**config.mk**
```make
export PLATFORM = sky130hd
export DESIGN_NAME = load_align_unit
export DESIGN_NICKNAME = d
export VERILOG_FILES = /design/src/rtl/load_align_unit.sv
export SDC_FILE = /design/constraint.sdc
export NUM_CORES = 1
export LEC_CHECK = 0
export ABC_AREA = 1
export CAP_MARGIN = 20
export CORE_UTILIZATION = 46
export DETAILED_ROUTE_END_ITERATION = 6
export PLACE_DENSITY = 0.92
export SLEW_MARGIN = 25
export SYNTH_ARGS = -nofsm -noshare
export SYNTH_HDL_FRONTEND = slang
export SYNTH_SLANG_ARGS = --single-unit
export TNS_END_PERCENT = 50
```
**constraint.sdc**
```tcl
create_clock -name clk -period 1.5 [get_ports clk]
set_input_delay 0.225 -clock clk [delete_from_list [all_inputs] [get_ports clk]]
set_output_delay 0.225 -clock clk [all_outputs]
set_load 0.1 [all_outputs]
```
**src/rtl/load_align_unit.sv**
```systemverilog
// ============================================================================
// Module   : load_align_unit
// Purpose  : Multi-cycle load unit: one word read per load, then byte/half
//            lane alignment with sign/zero extension for writeback.
// Revision : 1.0 - initial release
// ============================================================================
`default_nettype none

module load_align_unit #(
   parameter int unsigned TIMEOUT = 255
) (
   input  logic        clk,
   input  logic        rst_n,
   input  logic        ld_start,
   input  logic [31:0] ld_addr,
   input  logic [2:0]  ld_funct3,
   input  logic        flush,
   output logic        ld_busy,
   output logic        ld_done,
   output logic        ld_err,
   output logic [31:0] ld_data,
   output logic        mem_req,
   output logic [31:0] mem_addr,
   input  logic        mem_ready,
   input  logic [31:0] mem_rdata
);

   typedef enum logic [1:0] {
      S_IDLE = 2'd0,
      S_REQ  = 2'd1,
      S_RESP = 2'd2
   } state_t;

   localparam logic [7:0] C_TO_LAST = 8'(TIMEOUT - 1);

   state_t      state_q;
   logic [7:0]  cnt_q;
   logic [1:0]  off_q;
   logic [2:0]  f3_q;
   logic        mem_req_q;
   logic        ld_done_q;
   logic        ld_err_q;
   logic [31:0] ld_data_q;
   logic [31:0] mem_addr_q;

   function automatic logic is_legal(input logic [2:0] f3, input logic [1:0] a);
      case (f3)
         3'b000, 3'b100: is_legal = 1'b1;
         3'b001, 3'b101: is_legal = ~a[0];
         3'b010:         is_legal = (a == 2'b00);
         default:        is_legal = 1'b0;
      endcase
   endfunction

   function automatic logic [31:0] extract(input logic [2:0]  f3,
                                           input logic [1:0]  a,
                                           input logic [31:0] w);
      logic [7:0]  b;
      logic [15:0] h;
      case (a)
         2'd0:    b = w[7:0];
         2'd1:    b = w[15:8];
         2'd2:    b = w[23:16];
         default: b = w[31:24];
      endcase
      h = a[1] ? w[31:16] : w[15:0];
      case (f3)
         3'b000:  extract = {{24{b[7]}}, b};
         3'b100:  extract = {24'd0, b};
         3'b001:  extract = {{16{h[15]}}, h};
         3'b101:  extract = {16'd0, h};
         default: extract = w;
      endcase
   endfunction

   // Result and done pulse are registered on the REQ->RESP edge so both are
   // visible throughout the single RESP cycle.
   always_ff @(posedge clk or negedge rst_n) begin
      if (!rst_n) begin
         state_q    <= S_IDLE;
         cnt_q      <= 8'd0;
         off_q      <= 2'd0;
         f3_q       <= 3'd0;
         mem_req_q  <= 1'b0;
         ld_done_q  <= 1'b0;
         ld_err_q   <= 1'b0;
         ld_data_q  <= 32'd0;
         mem_addr_q <= 32'd0;
      end else begin
         ld_done_q <= 1'b0;
         ld_err_q  <= 1'b0;
         if (flush) begin
            state_q   <= S_IDLE;
            mem_req_q <= 1'b0;
         end else begin
            case (state_q)
               S_IDLE: begin
                  if (ld_start) begin
                     off_q      <= ld_addr[1:0];
                     f3_q       <= ld_funct3;
                     mem_addr_q <= {ld_addr[31:2], 2'b00};
                     if (is_legal(ld_funct3, ld_addr[1:0])) begin
                        state_q   <= S_REQ;
                        mem_req_q <= 1'b1;
                        cnt_q     <= 8'd0;
                     end else begin
                        ld_err_q <= 1'b1;
                     end
                  end
               end
               S_REQ: begin
                  if (mem_ready) begin
                     ld_data_q <= extract(f3_q, off_q, mem_rdata);
                     ld_done_q <= 1'b1;
                     mem_req_q <= 1'b0;
                     state_q   <= S_RESP;
                  end else if (cnt_q == C_TO_LAST) begin
                     ld_err_q  <= 1'b1;
                     mem_req_q <= 1'b0;
                     state_q   <= S_IDLE;
                  end else begin
                     cnt_q <= cnt_q + 8'd1;
                  end
               end
               S_RESP: begin
                  state_q <= S_IDLE;
               end
               default: begin
                  state_q   <= S_IDLE;
                  mem_req_q <= 1'b0;
               end
            endcase
         end
      end
   end

   assign ld_busy  = (state_q != S_IDLE);
   assign ld_done  = ld_done_q;
   assign ld_err   = ld_err_q;
   assign ld_data  = ld_data_q;
   assign mem_req  = mem_req_q;
   assign mem_addr = mem_addr_q;

endmodule

`default_nettype wire

```
==> After elaboration in Yosys (flattened, before gate mapping) <==
Cells that the tools add are included.
{ "word_totals": {"reg_bits": 80, "word_cells": 79, "inputBits": 72, "out_inout_bits": 68} }
{ "classes": {"eq_ne": 20, "muxes": 33, "n_addsub": 1, "n_bitwise": 2, "reduce_logical": 14} }
{ "op_table": {"columns": ["cell", "n"], "rows": [
  ["$pmux 32 s4", 1],
  ["$mux 8", 4],
  ["$pmux 8 s3", 1],
  ["$mux 1", 16],
  ["$mux 16", 1],
  ["$pmux 8 s2", 1],
  ["$eq 3x3->1 const B", 4],
  ["$mux 2", 5],
  ["$ne 2x2->1 const B", 5],
  ["$reduce_and 3->1", 3],
  ["$add 8x1->8 const B", 1],
  ["$eq 8x8->1 const B", 1],
  ["$eq 3x1->1 const B", 2],
  ["$logic_not 2->1", 3],
  ["$logic_not 3->1", 2],
  ["$ne 3x3->1 const B", 2],
  ["$pmux 1 s3", 2],
  ["$reduce_and 6->1", 1],
  ["$eq 2x1->1 const B", 2],
  ["$eq 2x2->1 const B", 2],
  ["$ne 4x4->1 const B", 1],
  ["$pmux 2 s2", 1],
  ["$reduce_and 4->1", 1],
  ["$reduce_bool 2->1", 2],
  ["other kinds (4)", 6]
]} }

==> Logic depth before layout (Yosys ltp) <==
Gate-level depths: netlist of the first run.
{ "depth": {"depth_word": 10, "mapped_depth": 10, "mapped_depth_nobuf": 9} }

==> Worst setup path after synthesis of the first run <==
OpenSTA, ideal clock, no wires.
{ "synth_timing": {"path_type": "reg2reg", "startpoint": "register, netlist name ld_data[16]", "endpoint": "register ld_data_q[16] (netlist: ld_data[16])", "path_buffers": 0, "slack_ns": 0.150, "arrival_time_ns": 1.237, "setup_ns": 0.113, "t_required_ns": 1.387, "path_stages_with_launch": 4, "synth_period_minus_slack_ns": 1.350, "path_cell_list": "dfrtp_1 -> or2_2 -> nand2_1 -> inv_1"} }
{ "synth_lines": {"columns": ["item", "line", "source"], "rows": [
  ["end signal, assigned", "113", "ld_data_q <= extract(f3_q, off_q, mem_rdata);"],
  ["end, declared", "43", "logic [31:0] ld_data_q;"]
]} }

==> Final worst setup path of the first run <==
{ "layout_timing": {"startpoint": "register off_q[0]", "endpoint": "register ld_data_q[1] (netlist: ld_data[1])"} }
{ "layout_via": {"elab_chain_cells": 3} }
{ "layout_rtl": {"columns": ["item", "line", "source"], "rows": [
  ["start, declared", "38", "logic [1:0] off_q;"],
  ["start signal, assigned", "99", "off_q <= ld_addr[1:0];"],
  ["$eq 2x2->1 (tied with other cells)", "60", "case (a)"],
  ["$pmux 8 s3 *", "60", null],
  ["$pmux 32 s4 *", "67", "case (f3)"]
]} }
Every way passes the cells marked *; elsewhere a longest branch is shown, timed or not.
A chain may end at the register's enable or synchronous reset.

==> results by group, run 1 <==
Status
  – Status: completed

Critical path
  – Critical Path RT: 1.74 ns
  – Crit path kind: reg2reg
  – Worst Reg2Reg Path Length in Cells: 8
  – Critical Path AT: 1.73 ns
  – Crit path max fanout: 11
  – Crit. End Element: register
  – Worst R2R Setup Slack: 0.009 ns
  – Critical Path Start Type: register
  – Worst R2R End: ld_data[1]
  – Reg2reg start: off_q[0]

Global routing
  – First-pass GRT wire length: 18620 µm
  – Grt total ovfl: 0
  – Vias in the first global route: 3991
  – Initial antenna violation count: 0
  – GRT Overall Usage: 26.55%
  – Largest net degree at the start of global routing: 81

Worst hold path
  – Worst hold path class: in2async

STA
  – Worst Slack Setup Final: 0.008691 ns
  – RSZ-0062 raised after global routing: true
  – Final min period: 1.491 ns
  – Fmax: 670.6 MHz
  – Fin crit share: 99.42%
  – Final setup TNS: 0 ns
  – Final setup violation count: 0
  – Final Hold Viols: 0
  – Max-slew violations: 0
  – Layout Skew: between 0.007 and 0.008 ns

Routing
  – Vias per std cell: roughly 5.5
  – Routed via count: a little over 4000
  – Iter 0 DRT Violations: 222
  – First-pass detailed-route iteration total: 5
  – Mean routed wirelength per cell: 16.82 µm
  – DRC: 0
  – Post-route ant nets: 0
  – Total Wirelength: 12430 µm

Cells and area
  – Design Area, Final: 6670 µm²
  – Layout cell share with drive strength beyond 1: between 20 and 30%
  – Fillers: about 540
  – Area grow syn2layout: 62.63%
  – Nets: 700
  – # diodes: 0
  – Most common cell after layout, fill and taps aside: nand2_1
  – Reg area: 2003 µm²
  – Area of the multi-input gates: 1800 µm²
  – Commonest cells after routing, fill and taps aside: 121 x nand2_1, 79 x dfrtp_1, 70 x clkdlybuf4s50_1

Logic synthesis
  – Top cells by area, synth: dfrtp_1 49%, nand2_1 11%, mux2_2 6.9%, inv_1 4.6%, nand3_1 4.5%
  – Cells after Synth: between 400 and 500
  – Syn Area/Cell: 8.671 µm²
  – Synth Cell Area: 4101 µm²
  – Sequential fraction of the synthesis area: 48.81%
  – Area leader, netlist: dfrtp_1
  – Yosys cell types: 32
  – Share of the synthesized area in the top cell type: 48.81%
  – Synth Register Bits: 80
  – Synth warn: 0

Place
  – I/O Buffers: 137
  – Post-DP Area: 6330 µm²
  – Placed wire-length estimate: 8777 µm
  – Place WS: -0.1809 ns
  – Routability cong.: approximately 0.92

Clock network
  – Sink Count: 80
  – Clock H-tree levels: 3
  – Root Driver: clkbuf_8
  – Clk pin slew, worst setup/hold paths: 0.09 ns
  – Clk_lat worst skew: 0.35 ns
  – TritonCTS clock tree: done
  – CTS buffer count: 9
  – Clock buffer depth: 2

Floorplan
  – Row count: 34
  – Die width: 96.43 µm
  – I/O pin count: 140
  – Die height: 96.43 µm
  – Starting Density: 47.26%
  – Core area: roughly 8700 µm²
  – Die ar.: slightly above 9000 µm²

Power
  – Leakage: 3.173 nW
  – Power, Total: 0.01314 W
  – Power density over cell area: 1970 nW/µm²
  – Maximum vdd drop: 1023 µV

Job
  – Max-cap viol count: 0
-- synth_stat cells, drive strengths merged --
library cell	n
xnor2	2
a21oi	34
or2	18
dfrtp	80
nand2	124
ha	2
buf	18
mux2	30
o211ai	5
conb	1
clkbuf	8
nand4	2
nand3	42
and2	1
inv	54
o21ai	24
nand3b	1
o22ai	4
nor2	23
-- where the power goes --
group	switching (W)	internal, W	leakage [nW]
Sequential	0.000645	0.00271	0.975
Clock	0.000834	0.00112	0.117
Combinational	0.00507	0.00277	2.08
Total	0.00655	0.00659	3.17
-- registers in the layout, summed over array words and instances, names as in the netlist --
| register | count |
|---|---|
| ld_err | 1 |
| mem_addr | 30 |
| ld_done | 1 |
| f3_q | 3 |
| state_q | 2 |
| cnt_q | 8 |
| off_q | 2 |
| mem_req | 1 |
| ld_data | 32 |
-- kinds of logic after synthesis --
logic type | Yosys count | share of synthesized area, %
mux | 30 | 8.237
fa+ha+maj | 2 | 0.6100
xor+xnor | 2 | 0.4272
other cells | 1 | 0.09143
compound gates | 67 | 8.877
simple gates | 211 | 23.86
buf+inv | 80 | 9.091
flops | 80 | 48.81
-- area by class of cell --
type                            instances  area share [%]
Inverter                               54           3.076
Multi-Input combinational cell        316           26.99
Clock inverter                          6           1.726
Tap cell                              108           2.026
Timing Repair Buffer                  165           34.23
Sequential cell                        80           30.03
Clock buffer                           10           1.913
-- critical path: stages, from the launching register on --
cell and delay, ns:
dfrtp_1 0.42, inv_4 0.10, nor2_4 0.20, nor2_1 0.08, nor2_1 0.10, buf_4 0.18, nand3_1 0.10, o211ai_1 0.11
nand2_1 0.09
-- stage by stage --
| step | hold slack (ns) | cells | util (%) |
|---|---|---|---|
| after floorplan | -0.07059 | 474 | - |
| after global placement | 0.2776 | 718 | 72.94 |
| after detailed placement | 0.2853 | 718 | 72.94 |
| after CTS | 0.4505 | 735 | 75.85 |
| after global routing | 0.4668 | 739 | 76.86 |
| final | 0.4171 | 739 | 76.86 |
-- layer usage --
metal	vias up	share of wire (%)	GRT usage [%]
li1	1824	-	-
met1	1914	36	30.58
met2	273	50	46.39
met3	50	10	6.260
met4	0	3.5	12.87
met5	-	0	0
-- timing repair --
item,4_1_cts,5_1_grt
gates resized for setup,0,16
hold buffers,1,0
buffers inserted,0,2
endpoints found under the setup margin,0,42
hold endpoints to repair,80,0
-- worst max path at each step --
stage | start | to | cells past startpoint
floorplan | ld_data[16] | ld_data[16] | 3
global placement | mem_ready | ld_data[28] | 9
detailed placement | mem_ready | ld_data[19] | 9
CTS | state_q[1] | ld_data[16] | 9
global route | cnt_q[0] | cnt_q[3] | 9
finish | off_q[0] | ld_data[1] | 8
Power figures use the tool's default switching activity.
==> run 2, diff against run 1 <==
- ABC_AREA: 1 -> not set
==> run 2 against run 1 <==
Against the previous run:
- the flow now finishes with violations (setup timing)
- routed wire length grew 28%
- first-iteration DRC count increased by 11%
- area after synthesis down 0.67%
- clock power shrank 25%
- sequential share of layout area is 2.4 points lower
- core utilization rose by 9.7 points
- non-clock buffer count grew 29
- hold slack got worse by 0.044 ns
- highest routed layer unchanged
==> results by group, run 2 <==
Routing
  – Total Wirelength: 15960 µm (was 12430 µm)
  – Mean routed wirelength per cell: 22.80 µm (was 16.82 µm)
  – DRC: 0 (unchanged)
  – Vias per std cell: 6.123 (was 5.495)
  – First-pass detailed-route iteration total: 5 (unchanged)
  – Routed via count: 4286 (was 4061)
  – Iter 0 DRT Violations: 247 (was 222)
  – Post-route ant nets: 0 (unchanged)

Power
  – Maximum vdd drop: 1021 µV (was 1023 µV)
  – Internal power: 0.005500 W (was 0.006590 W)
  – Share of total power in sequential cells: 29.5% (was 25.5%)
  – Comb power frac: 56.6% (was 59.6%)
  – Power density over cell area: 1456 nW/µm² (was 1970 nW/µm²)
  – P_sw: 0.005064 W (was 0.006551 W)
  – Clock power frac: 13.9% (was 14.9%)
  – Leakage: 3.075 nW (was 3.173 nW)
  – Switching fraction of total power: 47.94% (was 49.85%)
  – Power, Total: 0.01056 W (was 0.01314 W)

Critical path
  – Crit path max fanout: 8 (was 11)
  – Worst R2R Setup Slack: -0.26 ns (was 0.009 ns)
  – Crit path kind: reg2reg (unchanged)
  – Max stage delay cell, worst path: dfrtp_2 (was dfrtp_1)
  – Worst Path Buf+Inv: 1 (was 2)
  – Reg2reg start: off_q[0] (unchanged)
  – Crit path cell chain: mux2i_4 > o22ai_4 > buf_6 > o311ai_4 > a21oi_1 (was inv_4 > nor2_4 > nor2_1 > nor2_1 > buf_4 > nand3_1 > o211ai_1 > nand2_1)
  – Critical Path Start Type: register (unchanged)
  – Critical path's top delay family: compound AO/OA/AOI/OAI gates (was simple AND/OR/NAND/NOR gates)
  – Worst Reg2Reg Path Length in Cells: 5 (was 8)
  – Critical Path RT: 1.77 ns (was 1.74 ns)
  – Worst R2R End: ld_data[7] (was ld_data[1])
  – Delay of the slowest cell on the worst path: 0.50 ns (was 0.42 ns)
  – Crit. End Element: register (unchanged)
  – Critical Path AT: 2.02 ns (was 1.73 ns)

STA
  – RSZ-0062 raised after global routing: true (unchanged)
  – Slew headroom: between 60 and 70%
  – Fin crit share: 117.1% (was 99.42%)
  – Final Hold Viols: 0 (unchanged)
  – Slew @ Worst Pin: 0.5225 ns
  – Final min period: 1.756 ns (was 1.491 ns)
  – Worst Slack Setup Final: -0.2558 ns (was 0.008691 ns)
  – Fmax: 569.6 MHz (was 670.6 MHz)
  – Layout Skew: 0.01182 ns (was 0.007394 ns)
  – Max-slew violations: 0 (unchanged)
  – Final setup violation count: 69 (was 0)

Floorplan
  – Starting Density: 48.60% (was 47.26%)
  – I/O pin count: 140 (unchanged)
  – Die width: 96.11 µm (was 96.43 µm)
  – Die ar.: 9237 µm² (was 9298 µm²)
  – Die height: 96.11 µm (was 96.43 µm)
  – Row count: 33 (was 34)
  – Core area: 8382 µm² (was 8678 µm²)

Logic synthesis
  – Post-synth top cells: 80 x dfrtp_1, 40 x nor2_1, 38 x nand2_1 (was 121 x nand2_1, 80 x dfrtp_1, 50 x inv_1)
  – Top cells by area, synth: dfrtp_1 49%, mux2i_1 6.1%, mux2_1 6.1%, mux2_2 5.0%, nor2_1 3.7% (was dfrtp_1 49%, nand2_1 11%, mux2_2 6.9%, inv_1 4.6%, nand3_1 4.5%)
  – Main flop type after synthesis: dfrtp_1 (unchanged)
  – Yosys cell types: 51 (was 32)
  – Synth Register Bits: 80 (unchanged)
  – Most common cell in the netlist: dfrtp_1 (was nand2_1)
  – Share of the synthesized area in the top cell type: 49.14% (was 48.81%)
  – Async set-reset flop share out of synthesis: 100.0% (unchanged)
  – Sequential fraction of the synthesis area: 49.14% (was 48.81%)
  – Area leader, netlist: dfrtp_1 (unchanged)
  – Synth warn: 0 (unchanged)
  – EDFF count, synth: 0 (unchanged)
  – Cells after Synth: 404 (was 473)
  – Syn Area/Cell: 10.08 µm² (was 8.671 µm²)
  – Synth Cell Area: 4074 µm² (was 4101 µm²)

Cells and area
  – Commonest cells after routing, fill and taps aside: 76 x dfrtp_1, 69 x clkdlybuf4s50_1, 69 x buf_12 (was 121 x nand2_1, 79 x dfrtp_1, 70 x clkdlybuf4s50_1)
  – Layout cell share with drive strength beyond 1: 38.66% (was 27.10%)
  – Area of the multi-input gates: 2278 µm² (was 1800 µm²)
  – Most common cell after layout, fill and taps aside: dfrtp_1 (was nand2_1)
  – Area grow syn2layout: 78.07% (was 62.63%)
  – Reg area: 2007 µm² (was 2003 µm²)
  – Non-filler cells, final: 700 (was 739)
  – Fillers: 374 (was 542)
  – Fin util: 86.55% (was 76.86%)
  – Max reg flops: 32 (unchanged)
  – # diodes: 0 (unchanged)
  – Nets: 664 (was 700)

Status
  – Status: complete, but fails checks (was completed)
  – Failing checks: setup timing

Clock network
  – CTS buffer count: 9 (unchanged)
  – Clock H-tree levels: 3 (unchanged)
  – Root Driver: clkbuf_8 (unchanged)
  – Clk_lat worst skew: 0.36 ns (was 0.35 ns)
  – Clock buffer depth: 2 (unchanged)
  – TritonCTS clock tree: done (unchanged)
  – Clk pin slew, worst setup/hold paths: 0.09 ns (about the same)
  – Sink Count: 80 (unchanged)

Global routing
  – Largest net degree at the start of global routing: 35 (was 81)
  – Grt total ovfl: 0 (unchanged)
  – GRT Overall Usage: 35.32% (was 26.55%)
  – First-pass GRT wire length: 23590 µm (was 18620 µm)
  – Initial antenna violation count: 0 (unchanged)
  – Vias in the first global route: 4511 (was 3991)

Place
  – Routability cong.: 0.9039 (was 0.9198)
  – Placed wire-length estimate: 9921 µm (was 8777 µm)
  – I/O Buffers: 137 (unchanged)
  – Cells after DPL: 669 (was 718)

Job
  – Max-cap viol count: 0 (unchanged)

Worst hold path
  – Worst hold path class: in2async (unchanged)
==> run 2: metrics by stage <==
stage	setup WS, ns	instance area, µm²	TNS (ns)	hold WS [ns]
after CTS	-0.1076	7048	-2.995	0.3668
after floorplan	-0.05359	4153	-0.5831	-0.07059
after global placement	-0.3922	6543	-25.20	0.2028
after detailed placement	-0.4596	6543	-30.23	0.2097
after global routing	-0.2748	7254	-8.947	0.3971
final	-0.2558	7254	-6.900	0.3729
==> run 2: kinds of logic after synthesis <==
| kind of cell | after synthesis | share of synthesized area (%) |
|---|---|---|
| multiplexers | 65 | 17.20 |
| buffers and inverters | 48 | 5.344 |
| adder cells (fa/ha/maj) | 2 | 0.6142 |
| other | 1 | 0.09205 |
| AO/OA/AOI/OAI | 79 | 12.19 |
| AND/OR/NAND/NOR | 129 | 15.42 |
| flip-flops | 80 | 49.14 |
==> run 2: final cells by class <==
| class | instances | share of cell area [%] |
|---|---|---|
| multi-input combinational | 280 | 31.41 |
| timing repair buffer | 194 | 35.39 |
| clock buffer | 11 | 1.949 |
| clock inverter | 5 | 0.4484 |
| sequential | 80 | 27.66 |
| inverter | 25 | 1.328 |
| tap | 105 | 1.811 |
==> run 2: power by group through the flow <==
stage / Sequential [W] / Combinational, W / Clock (W)
after floorplan: 0.00533 / 0.000926 / 0
after global placement: 0.00306 / 0.00538 / 0
after detailed placement: 0.00310 / 0.00550 / 0
after CTS: 0.00307 / 0.00578 / 0.00147
after global routing: 0.00315 / 0.00616 / 0.00156
final: 0.00312 / 0.00598 / 0.00147
==> run 2: metal layers <==
layer	routed length, µm	vias to the layer above	global-route usage [%]
li1	-	1770	-
met1	5255	2077	36.89
met2	7966	341	60.64
met3	1732	98	10.58
met4	1003	0	24.50
met5	0	-	0
==> run 2: how the worst max path moves through the flow <==
stage,startpoint,to,slack [ns],cells after the start
6_report,off_q[0],ld_data[7],-0.26,5
4_1_cts,off_q[0],ld_data[9],-0.11,6
3_5_place_dp,flush,mem_addr[27],-0.46,4
3_3_place_gp,flush,mem_addr[31],-0.39,4
2_1_floorplan,state_q[1],cnt_q[6],-0.05,5
5_1_grt,off_q[0],ld_data[7],-0.27,5
==> run 2: timing repair <==
action                     in CTS  in global routing
hold buffers                    1                  0
gates cloned                    4                  1
hold endpoints to repair       31                  0
resized for setup              42                 46
setup endpoints to repair      69                 75
pin swaps                      13                 13
buffers inserted                8                  2
==> run 3, diff against run 2 <==
- CAP_MARGIN: 20 -> not set
- SLEW_MARGIN: 25 -> not set
==> results of run 3 <==
No change in the layout: final DEF, timing and power equal those of run 2.
